<file path="src/rtl/ntt_stage_scheduler.sv">
// ntt_stage_scheduler
//   Walks the in-place radix-2 NTT over all LOG_N stages. It issues one butterfly per
//   cycle as two coefficient addresses and a twiddle index. After each stage it leaves a
//   gap of BF_LATENCY cycles so the butterfly pipeline can write back. It then pulses done.
//
// Ports
//   clk      in   clock, all logic on posedge
//   rst      in   synchronous active-high reset
//   start    in   begin a transform (sampled in IDLE only)
//   inverse  in   latched with start: 0 = stages 0..LOG_N-1, 1 = LOG_N-1..0
//   stall    in   holds the current butterfly while in RUN
//   valid    out  addr_a/addr_b/tw_idx/stage carry a butterfly this cycle
//   addr_a   out  upper operand address
//   addr_b   out  lower operand address (addr_a + 2^stage)
//   tw_idx   out  twiddle ROM index
//   stage    out  current stage number
//   busy     out  high in RUN, DRAIN and DONE
//   done     out  one-cycle pulse at the end of a transform
module ntt_stage_scheduler #(
    parameter int LOG_N      = 3,
    parameter int BF_LATENCY = 2,
    localparam int SW        = (LOG_N > 2) ? $clog2(LOG_N) : 1
) (
    input  logic             clk,
    input  logic             rst,
    input  logic             start,
    input  logic             inverse,
    input  logic             stall,
    output logic             valid,
    output logic [LOG_N-1:0] addr_a,
    output logic [LOG_N-1:0] addr_b,
    output logic [LOG_N-2:0] tw_idx,
    output logic [SW-1:0]    stage,
    output logic             busy,
    output logic             done
);

    localparam int JW = LOG_N - 1;
    localparam int DW = (BF_LATENCY > 1) ? $clog2(BF_LATENCY + 1) : 1;

    localparam logic [JW-1:0] J_LAST     = '1;
    localparam logic [SW-1:0] STAGE_LAST = SW'(LOG_N - 1);
    localparam logic [DW-1:0] DRAIN_LAST = DW'((BF_LATENCY > 0) ? BF_LATENCY - 1 : 0);

    localparam logic [1:0] ST_IDLE  = 2'd0;
    localparam logic [1:0] ST_RUN   = 2'd1;
    localparam logic [1:0] ST_DRAIN = 2'd2;
    localparam logic [1:0] ST_DONE  = 2'd3;

    logic [1:0]    state_q, state_d;
    logic [JW-1:0] j_q, j_d;
    logic [SW-1:0] stage_q, stage_d;
    logic          inv_q, inv_d;
    logic [DW-1:0] cnt_q, cnt_d;

    logic          last_stage;
    logic [SW-1:0] next_stage;

    // grp*2*half + pos == j + grp*half == j + (j with the low s bits cleared)
    function automatic logic [LOG_N-1:0] calc_addr_a(input logic [JW-1:0] j,
                                                      input logic [SW-1:0] s);
        logic [LOG_N-1:0] jx;
        logic [LOG_N-1:0] mask;
        jx   = {1'b0, j};
        mask = (LOG_N'(1) << s) - LOG_N'(1);
        return jx + (jx & ~mask);
    endfunction

    function automatic logic [LOG_N-2:0] calc_tw(input logic [JW-1:0] j,
                                                 input logic [SW-1:0] s);
        logic [LOG_N-1:0] jx;
        logic [LOG_N-1:0] mask;
        logic [LOG_N-1:0] tmp;
        logic [SW-1:0]    sh;
        jx   = {1'b0, j};
        mask = (LOG_N'(1) << s) - LOG_N'(1);
        sh   = STAGE_LAST - s;
        // pos < 2^s, so pos << (LOG_N-1-s) always fits in LOG_N-1 bits
        tmp  = (jx & mask) << sh;
        return tmp[LOG_N-2:0];
    endfunction

    assign last_stage = (stage_q == (inv_q ? '0 : STAGE_LAST));
    assign next_stage = inv_q ? (stage_q - SW'(1)) : (stage_q + SW'(1));

    always_comb begin
        state_d = state_q;
        j_d     = j_q;
        stage_d = stage_q;
        inv_d   = inv_q;
        cnt_d   = cnt_q;
        case (state_q)
            ST_IDLE: begin
                if (start) begin
                    inv_d   = inverse;
                    stage_d = inverse ? STAGE_LAST : '0;
                    j_d     = '0;
                    state_d = ST_RUN;
                end
            end
            ST_RUN: begin
                if (!stall) begin
                    if (j_q == J_LAST) begin
                        j_d = '0;
                        if (BF_LATENCY > 0) begin
                            cnt_d   = DRAIN_LAST;
                            state_d = ST_DRAIN;
                        end else if (last_stage) begin
                            state_d = ST_DONE;
                        end else begin
                            stage_d = next_stage;
                        end
                    end else begin
                        j_d = j_q + JW'(1);
                    end
                end
            end
            ST_DRAIN: begin
                if (cnt_q == '0) begin
                    if (last_stage) begin
                        state_d = ST_DONE;
                    end else begin
                        stage_d = next_stage;
                        state_d = ST_RUN;
                    end
                end else begin
                    cnt_d = cnt_q - DW'(1);
                end
            end
            ST_DONE: begin
                state_d = ST_IDLE;
            end
            default: begin
                state_d = ST_IDLE;
            end
        endcase
    end

    // Outputs are registered from the next-state values so they line up with the state.
    always_ff @(posedge clk) begin
        if (rst) begin
            state_q <= ST_IDLE;
            j_q     <= '0;
            stage_q <= '0;
            inv_q   <= 1'b0;
            cnt_q   <= '0;
            valid   <= 1'b0;
            busy    <= 1'b0;
            done    <= 1'b0;
            addr_a  <= '0;
            addr_b  <= '0;
            tw_idx  <= '0;
        end else begin
            state_q <= state_d;
            j_q     <= j_d;
            stage_q <= stage_d;
            inv_q   <= inv_d;
            cnt_q   <= cnt_d;
            valid   <= (state_d == ST_RUN);
            busy    <= (state_d != ST_IDLE);
            done    <= (state_d == ST_DONE);
            if (state_d == ST_RUN) begin
                addr_a <= calc_addr_a(j_d, stage_d);
                addr_b <= calc_addr_a(j_d, stage_d) + (LOG_N'(1) << stage_d);
                tw_idx <= calc_tw(j_d, stage_d);
            end
        end
    end

    assign stage = stage_q;

endmodule

</file>
<file path="config.mk">
export PLATFORM = sky130hd
export DESIGN_NAME = ntt_stage_scheduler
export DESIGN_NICKNAME = d
export VERILOG_FILES = /design/src/rtl/ntt_stage_scheduler.sv
export SDC_FILE = /design/constraint.sdc
export NUM_CORES = 1
export LEC_CHECK = 0
export ABC_AREA = 1
export CAP_MARGIN = 30
export CORE_ASPECT_RATIO = 1.4
export CORE_MARGIN = 2
export CORE_UTILIZATION = 51
export CTS_CLUSTER_DIAMETER = 120
export DETAILED_ROUTE_END_ITERATION = 8
export PLACE_DENSITY_LB_ADDON = 0.2
export SLEW_MARGIN = 5
export SYNTH_ARGS = -nofsm -noshare
export SYNTH_HDL_FRONTEND = slang
export SYNTH_SLANG_ARGS = --single-unit
</file>
<file path="constraint.sdc">
create_clock -name clk -period 3.1 [get_ports clk]
set_clock_uncertainty 0.15 [all_clocks]
set_input_delay 0.465 -clock clk [delete_from_list [all_inputs] [get_ports clk]]
set_output_delay 0.465 -clock clk [all_outputs]
set_load 0.02 [all_outputs]
</file>
==> reports/metrics.cfg, run 1 <==
[job]
maxCapViolCount = 0

[die]
die-area_um2 = 2420
die_h_um = 57.5
start_util = 0.534
rows = 19
ios = 18
die_x_um = 42.2
core_area_um2 = 1950

[grt]
antenna_found_initial = 0
grt_util_all_layers = 0.194
grt_max_degree = 13
grt_pass1_vias = 929
grt_overflow = 0
grt_pass1_wl_mm = 3.68

[timing]
slew_violations = 0
rsz0062_at_grt = false
worstMarginPinSlew_ns = 0.411
fin_crit_sh = 0.839
setup_viol = 0
max_freq_mhz = 384
hold_viol = 0
slew_headroom = 0.725
finalCriticalPeriod_ns = 2.60
finalSetupTns_ns = 0

[detailed_routing]
routedWlPerCell_um = 11.4
wl_mm = 2.12
first_pass_iters = 4
vias_per_cell = 5.10
drt.antenna.violating_nets = 0
initialDrtViolationCount = 24
route.vias.total = 944
drc = 0

[worst_setup_path]
max_stage_delay_ns = 0.39
worst_path_max_delay_cell = dfxtp_1
crit_buf_inv = 3
critPathRequiredTime_ns = 3.16
end_kind = register
start_kind = register
cp_data_arrival_time_ns = 2.67
crit_path_max_fanout = 3
crit_chain = xnor2_1 -> inv_1 -> ha_1 -> nand3b_1 -> nand3_1 -> inv_1 -> ha_1 -> xnor2_1 -> nand2_1 -> inv_1 -> ha_1 -> xnor2_1 -> a21oi_1
worstSetupPathType = register to register
critPathTopFamily = adder cells

[power_and_ir_drop]
pwr-share-seq = 0.471
power_w = 0.000586
total_leakage_power_nw = 0.588
pwr-share-clk = 0.368
power.switching_w = 0.000147
power.density_nw_per_um2 = 456
p_comb_frac = 0.161
p_int_w = 0.000439
ir_worst_vdd_mv = 0.374
switching_share = 0.250

[cts]
htree_levels = 1
cts_buffer_depth = 2
cts_root_buf = clkbuf_4
cts_hold_buf = 0
clk_latency_ns = 0.31
clkSlewWorstSetupHoldPaths_ns = 0.12
cts_tree = yes
cts_resized = 0
numCtsBuffers = 3
cts_setup_buffers = 0
cts.sinks = 20

[final_layout]
antenna_cells = 0
final_nets = 177
fin_util = 0.660
area_growth_syn_to_layout_pct = 23.6
drive_gt1_frac = 0.110
nFillCells = 171

[hold_path]
hold_class = register to register

[synthesis]
synth_area_leaders = dfxtp_1 38%, nand2_1 11%, ha_1 8.4%
ys_top_cells_by_count = 30 x nand2_1, 20 x dfxtp_1, 19 x nor2_1, 18 x inv_1, 10 x a21oi_1
syn-mean-instance-area_um2 = 7.23
ys_ff_latch = 20
synth-edff-count = 0
synth_most_common_cell = nand2_1
yosys_warnings = 0
netlist_instances = 144
synth_cell_type_count = 23
ys.flop_type = dfxtp_1
synth_area_um2 = 1040
synth_fp_nets = 156
yosys.area.top_type = dfxtp_1
postSynth.asyncResetShare = 0
yosysTopAreaCellShare = 0.385
seq_area_frac_synth = 0.385

[outcome]
status = finished clean

[placement]
hpwl_mm = 1.70
gp_congestion = 0.847
port-buffer-count = 17

-- cell usage in the layout (no fill, tap or decap), types with 2 or more instances in the layout --
master	netlist	layout
nor2_1	19	19
ha_1	7	7
inv_1	18	18
o21ai_0	5	5
xnor2_1	3	3
nor2_4	3	3
nor2_2	3	3
dfxtp_1	20	20
nand2_2	2	2
nand2_1	30	30
nand3_1	8	8
nor3_1	2	2
clkbuf_4	0	3
a21oi_1	10	10
inv_2	2	2
o21ai_1	4	4
clkdlybuf4s50_1	0	17
-- path summary, 6_finish.rpt --
path / startpoint / endpoint / slack [ns] / depth (start not counted)
worst max-delay path: stage[1] / addr_b[1] / 0.50 / 13
worst min-delay path: tw_idx[1] / tw_idx[1] / 0.32 / 2
worst max register to register: stage[1] / addr_b[1] / 0.50 / 13
worst min register to register: tw_idx[1] / tw_idx[1] / 0.32 / 2
-- final cells by class --
cell class / instances / area [um^2] / area share
clock buffer: 3 / 22.5 / 0.0175
clock inverter: 1 / 30.0 / 0.0233
inverter: 21 / 81.3 / 0.0632
multi-input combinational: 102 / 556 / 0.432
sequential: 20 / 400 / 0.311
tap: 21 / 26.3 / 0.0204
timing repair buffer: 17 / 170 / 0.132
-- registers in the layout (all words and copies together) (netlist names) --
signal and cells:
addr_a 3, addr_b 3, busy 1, cnt_q 2, done 1, inv_q 1, j_q 2, stage 2
state_q 2, tw_idx 2, valid 1
-- cells by family (layout without fill, tap and decap cells) --
family / count (synthesis) / in the layout / share of synthesized area
and+or+nand+nor: 71 / 71 / 0.317
AOI/OAI and AO/OA: 21 / 21 / 0.107
xor gates and xnor gates: 3 / 3 / 0.0252
DFF: 20 / 20 / 0.385
buffers and inverters: 22 / 42 / 0.0817
adders and majority gates: 7 / 7 / 0.0841
-- per-layer routing --
| metal | vias up | GRT usage | part of all wire |
|---|---|---|---|
| li1 | 492 | - | - |
| met1 | 426 | 0.219 | 0.44 |
| met2 | 19 | 0.343 | 0.50 |
| met3 | 7 | 0.0380 | 0.030 |
| met4 | 0 | 0.0938 | 0.024 |
| met5 | - | 0 | 0 |
-- metrics by stage --
stage	hold slack (ns)	std cells	setup WS (ns)	cell area [um^2]
after floorplan	0.294	144	0.579	1040
after detailed placement	0.315	181	0.243	1230
final	0.324	185	0.499	1290
after global routing	0.365	185	0.329	1290
after global placement	0.305	181	0.314	1230
after CTS	0.332	185	0.502	1290
-- worst reg2reg max path: stages, from the launching register on --
cell and delay, ns:
dfxtp_1 0.39, xnor2_1 0.16, inv_1 0.06, ha_1 0.27
nand3b_1 0.18, nand3_1 0.12, inv_1 0.08, ha_1 0.23
xnor2_1 0.20, nand2_1 0.11, inv_1 0.08, ha_1 0.25
xnor2_1 0.16, a21oi_1 0.08
-- power groups by stage --
stage	sequential (W)	clock (W)	combinational, W
after floorplan	0.000292	0	0.0000501
after global placement	0.000281	0	0.0000930
after detailed placement	0.000282	0	0.0000949
after CTS	0.000276	0.000217	0.0000954
after global routing	0.000278	0.000233	0.000105
final	0.000276	0.000216	0.0000946
(Power assumes the default switching activity.)
==> run 2: changes to the inputs <==
--- a/config.mk
+++ b/config.mk
@@ -9,7 +9,7 @@
 export CAP_MARGIN = 30
 export CORE_ASPECT_RATIO = 1.4
 export CORE_MARGIN = 2
-export CORE_UTILIZATION = 51
+export CORE_UTILIZATION = 46
 export CTS_CLUSTER_DIAMETER = 120
 export DETAILED_ROUTE_END_ITERATION = 8
 export PLACE_DENSITY_LB_ADDON = 0.2
==> constraint.sdc (replaced) <==
create_clock -name clk -period 2.29 [get_ports clk]
set_clock_uncertainty 0.15 [all_clocks]
set_input_delay 0.3435 -clock clk [delete_from_list [all_inputs] [get_ports clk]]
set_output_delay 0.3435 -clock clk [all_outputs]
set_load 0.02 [all_outputs]
==> run 2 against run 1 <==
  * The run now ends with negative setup slack left
  * Sequential cell count unchanged
  * Clock-buffer cell count increased by 1
  * Power increased by 35%
  * Clock power is 16% higher
  * Sequential power up 36%
  * Worst hold slack better by 0.0045 ns
  * Die area grew 9.9%
  * Utilization rose by 5.4 points
  * Critical path depth unchanged
  * Non-clock buffer count increased by 20
  * Global-route usage is 2.1 points higher
  * Combinational power rose by 75%
==> reports/metrics.cfg, run 2 (same netlist as run 1, synthesis figures left out) <==
[worst_setup_path]
reg2reg_depth = 13
r2r_slack_ns = -0.11
worstSetupPathType = register to register
start_kind = register
crit_chain = xnor2_2 -> inv_1 -> ha_1 -> nand3b_1 -> nand3_2 -> inv_4 -> ha_4 -> xnor2_4 -> nand2_2 -> inv_2 -> ha_4 -> xnor2_1 -> a21oi_1
crit_path_max_fanout = 3
reg2reg_from = inv_q
crit_top_cell = ha_4
crit_start = inv_q
max_stage_delay_ns = 0.35
cp_data_arrival_time_ns = 2.47
rr_endpoint = addr_b[1]
worst_path_max_delay_cell = dfxtp_2
end_kind = register
critPathRequiredTime_ns = 2.36

[grt]
grt_pass1_wl_mm = 4.17
grt_max_degree = 13
grt_pass1_vias = 1009
antenna_found_initial = 0
grt_util_all_layers = 0.215
grt_overflow = 0

[outcome]
status = complete, but fails checks
violations = negative setup slack

[timing]
rsz0062_at_grt = true
finalCriticalPeriod_ns = 2.40
slew_violations = 0
slew_headroom = 0.750
worstMarginPinSlew_ns = 0.372
fin_ws_ns = -0.110
setup_viol = 3
max_freq_mhz = 417
hold_viol = 0
holdWs_ns = 0.328
fin_crit_sh = 1.05

[final_layout]
multi_input_area_um2 = 651
final_cell_mix = 28 x nand2_1, 20 x buf_4, 18 x nor2_1, 17 x dfxtp_1, 17 x clkdlybuf4s50_1
antenna_cells = 0
top_regs = addr_a: 3 flops, addr_b: 3 flops
drive_gt1_frac = 0.299
final_nets = 197
nFillCells = 156
finalNonFillerCells = 206
area_growth_syn_to_layout_pct = 47.6
design_area_um2 = 1540
register_area_um2 = 407
final_common_cell = nand2_1

[detailed_routing]
vias_per_cell = 5.14
route.vias.total = 1059
first_pass_iters = 4
drt.antenna.violating_nets = 0
wl_mm = 2.69
routedWlPerCell_um = 13.0
initialDrtViolationCount = 12
drc = 0

[cts]
clkSlewWorstSetupHoldPaths_ns = 0.12
clk_latency_ns = 0.32
htree_levels = 1
numCtsBuffers = 3
cts_tree = yes
cts_buffer_depth = 2
cts_root_buf = clkbuf_4
cts.sinks = 20

[die]
die_x_um = 44.2
die-area_um2 = 2660
ios = 18
core_area_um2 = 2150
die_h_um = 60.3
start_util = 0.484
rows = 20

[hold_path]
min_from = tw_idx[0]
worstHoldPathCells = 2
whs_endpoint = tw_idx[0]
hold_class = register to register

[placement]
dpl-instance-area_um2 = 1400
hpwl_mm = 1.91
dp_cells = 197
gp_congestion = 0.897
port-buffer-count = 17

[power_and_ir_drop]
ir_worst_vdd_mv = 0.637
total_leakage_power_nw = 0.697
power.density_nw_per_um2 = 515

[job]
maxCapViolCount = 0

run 2: changes by cell type in the layout (fill, tap and decap cells not counted), sizes merged:
cell / delta
bufinv: -1
buf: +20
clkbuf: +1
run 2: report_power, final:
group	total, W	internal (W)	switching [W]
logic	0.000166	0.0000769	0.0000891
registers	0.000374	0.000363	0.0000103
clock network	0.000251	0.000133	0.000118
total	0.000791	0.000574	0.000217
run 2: timing repair:
action                     in CTS  in global routing
pin swaps                       7                  4
hold buffers                    0                  0
resized for setup               7                  6
buffers inserted                2                  3
setup endpoints to repair       3                  5
run 2: cell type report:
| type | count | share of cell area |
|---|---|---|
| multi-input cells | 102 | 0.423 |
| flip-flops and latches | 20 | 0.265 |
| repair buffers | 37 | 0.208 |
| inverters | 21 | 0.0546 |
| clock buffers | 4 | 0.0309 |
| well taps | 22 | 0.0179 |
run 2: stage by stage:
stage	power (W)	util	worst slack, ns	setup TNS [ns]
4_1_cts	0.000779	0.690	-0.105	-0.167
3_3_place_gp	0.000526	0.649	-0.199	-0.531
3_5_place_dp	0.000530	0.649	-0.278	-0.710
2_1_floorplan	0.000471	-	0.00972	0
5_1_grt	0.000818	0.714	-0.215	-0.568
6_report	0.000791	0.714	-0.110	-0.177
run 2: layer usage:
layer	global-route usage	vias up	wire, um	share of wire
met3	0.0242	12	100	0.037
met1	0.234	481	1020	0.38
met5	0	-	0	0
met2	0.393	28	1450	0.54
met4	0.117	0	115	0.043
li1	-	538	-	-
run 2: worst max-delay path, delay by kind of cell, from the launching register on:
family | cells | cell delay [ns]
AOI/OAI and AO/OA | 1 | 0.08
DFF | 1 | 0.35
adders and majority gates | 3 | 0.63
buffers and inverters | 3 | 0.19
and+or+nand+nor | 3 | 0.42
xor gates and xnor gates | 3 | 0.48
run 2: worst max path at each step:
stage / end / slack, ns / cells after the start
floorplan: addr_b[1] / 0.01 / 13
global placement: addr_b[1] / -0.20 / 13
detailed placement: addr_b[1] / -0.28 / 13
CTS: addr_b[1] / -0.10 / 13
global route: addr_b[1] / -0.21 / 13
finish: addr_b[1] / -0.11 / 13
==> run 3: changes to the inputs <==
--- a/config.mk
+++ b/config.mk
@@ -12,6 +12,7 @@
 export CORE_UTILIZATION = 46
 export CTS_CLUSTER_DIAMETER = 120
 export DETAILED_ROUTE_END_ITERATION = 8
+export MAX_ROUTING_LAYER = met4
 export PLACE_DENSITY_LB_ADDON = 0.2
 export SLEW_MARGIN = 5
 export SYNTH_ARGS = -nofsm -noshare
==> run 3 against run 2 <==
  * The run still ends with negative setup slack left
  * Sequential cell count unchanged
  * Routed wire length increased by 0.93%
  * Via count increased by 1.1%
  * First-iteration DRC count unchanged
  * Die area unchanged
  * Worst hold slack about the same
  * Global-route usage increased by 0.61 points
  * Non-clock buffer count unchanged
  * Final area unchanged
  * Fmax decreased by 0.22%
  * Sequential power about the same
  * Worst setup slack got worse by 0.0054 ns
  * Critical endpoint unchanged
  * Largest power group unchanged
==> reports/metrics.cfg, run 3 (same netlist as run 1, synthesis figures left out) <==
[outcome]
status = complete, but fails checks
violations = negative setup slack

[worst_setup_path]
start_kind = register
worstSetupPathType = register to register
cp_data_arrival_time_ns = 2.47
critPathRequiredTime_ns = 2.36
crit_path_max_fanout = 3
end_kind = register

[cts]
cts_buffer_depth = 2
numCtsBuffers = 3
clk_latency_ns = 0.32
cts_root_buf = clkbuf_4
clkSlewWorstSetupHoldPaths_ns = 0.12
htree_levels = 1
cts.sinks = 20
cts_tree = yes

[timing]
fin_crit_sh = 1.05
fin_ws_ns = -0.115
holdWs_ns = 0.328
slew_headroom = 0.749
slew_violations = 0
hold_viol = 0
rsz0062_at_grt = true
finalCriticalPeriod_ns = 2.41
setup_viol = 3
max_freq_mhz = 416
worstMarginPinSlew_ns = 0.373

[power_and_ir_drop]
total_leakage_power_nw = 0.697
power.density_nw_per_um2 = 515
ir_worst_vdd_mv = 0.638

[final_layout]
multi_input_area_um2 = 651
top_regs = addr_a: 3 flops, addr_b: 3 flops
drive_gt1_frac = 0.299
area_growth_syn_to_layout_pct = 47.6
final_common_cell = nand2_1
fin_util = 0.714
register_area_um2 = 407
design_area_um2 = 1540
final_cell_mix = 28 x nand2_1, 20 x buf_4, 18 x nor2_1, 17 x dfxtp_1, 17 x clkdlybuf4s50_1
final_nets = 197
nFillCells = 156
antenna_cells = 0

[detailed_routing]
vias_per_cell = 5.20
wl_mm = 2.71
first_pass_iters = 4
route.vias.total = 1071
drt.antenna.violating_nets = 0
initialDrtViolationCount = 12
routedWlPerCell_um = 13.2
drc = 0

[placement]
dpl-instance-area_um2 = 1400
port-buffer-count = 17
gp_congestion = 0.913
hpwl_mm = 1.91

[job]
maxCapViolCount = 0

[die]
die_x_um = 44.2
ios = 18
rows = 20
start_util = 0.484
core_area_um2 = 2150
die_h_um = 60.3
die-area_um2 = 2660

[hold_path]
hold_class = register to register

[grt]
grt_max_degree = 13
antenna_found_initial = 0
grt_pass1_wl_mm = 4.17
grt_overflow = 0
grt_pass1_vias = 1009
grt_util_all_layers = 0.221

run 3: area by class of cell:
class / count / area share
sequential: 20 / 0.265
multi-input combinational: 102 / 0.423
clock buffer: 4 / 0.0309
timing repair buffer: 37 / 0.208
tap: 22 / 0.0179
inverter: 21 / 0.0546
run 3: worst paths after layout:
kind	cells after the start	start	slack, ns	to
worst max-delay path	13	inv_q	-0.12	addr_b[1]
worst min-delay path	2	tw_idx[0]	0.33	tw_idx[0]
worst max register to register	13	inv_q	-0.12	addr_b[1]
worst min register to register	2	tw_idx[0]	0.33	tw_idx[0]
run 3: power breakdown:
group / total (W) / leakage (nW) / switching [W] / internal (W)
sequential: 0.000374 / 0.165 / 0.0000104 / 0.000363
clock: 0.000251 / 0.0261 / 0.000118 / 0.000133
combinational: 0.000167 / 0.506 / 0.0000898 / 0.0000769
run 3: worst max-delay path, cell delays in order (launching register included):
cell,delay (ns)
dfxtp_2,0.35
xnor2_2,0.17
inv_1,0.06
ha_1,0.26
nand3b_1,0.22
nand3_2,0.13
inv_4,0.06
ha_4,0.18
xnor2_4,0.18
nand2_2,0.08
inv_2,0.07
ha_4,0.19
xnor2_1,0.13
a21oi_1,0.08
run 3: timing repair:
action,in CTS,in global routing
buffers inserted,2,3
hold buffers,0,0
endpoints found under the setup margin,3,5
endpoints found under the hold margin,0,0
pin swaps,7,4
gates resized for setup,7,6
run 3: metrics by stage:
| stage | worst slack (ns) | total power (W) | setup TNS (ns) | cells |
|---|---|---|---|---|
| 2_1_floorplan | 0.00972 | 0.000471 | 0 | 144 |
| 3_3_place_gp | -0.199 | 0.000526 | -0.531 | 197 |
| 3_5_place_dp | -0.278 | 0.000530 | -0.710 | 197 |
| 4_1_cts | -0.105 | 0.000779 | -0.167 | 203 |
| 5_1_grt | -0.215 | 0.000818 | -0.568 | 206 |
| 6_report | -0.115 | 0.000792 | -0.184 | 206 |
run 3: metal layers:
layer  track usage  wire length (um)
met3        0.0181                93
met4         0.117               106
met5             -                 0
met2         0.393              1470
met1         0.238              1040
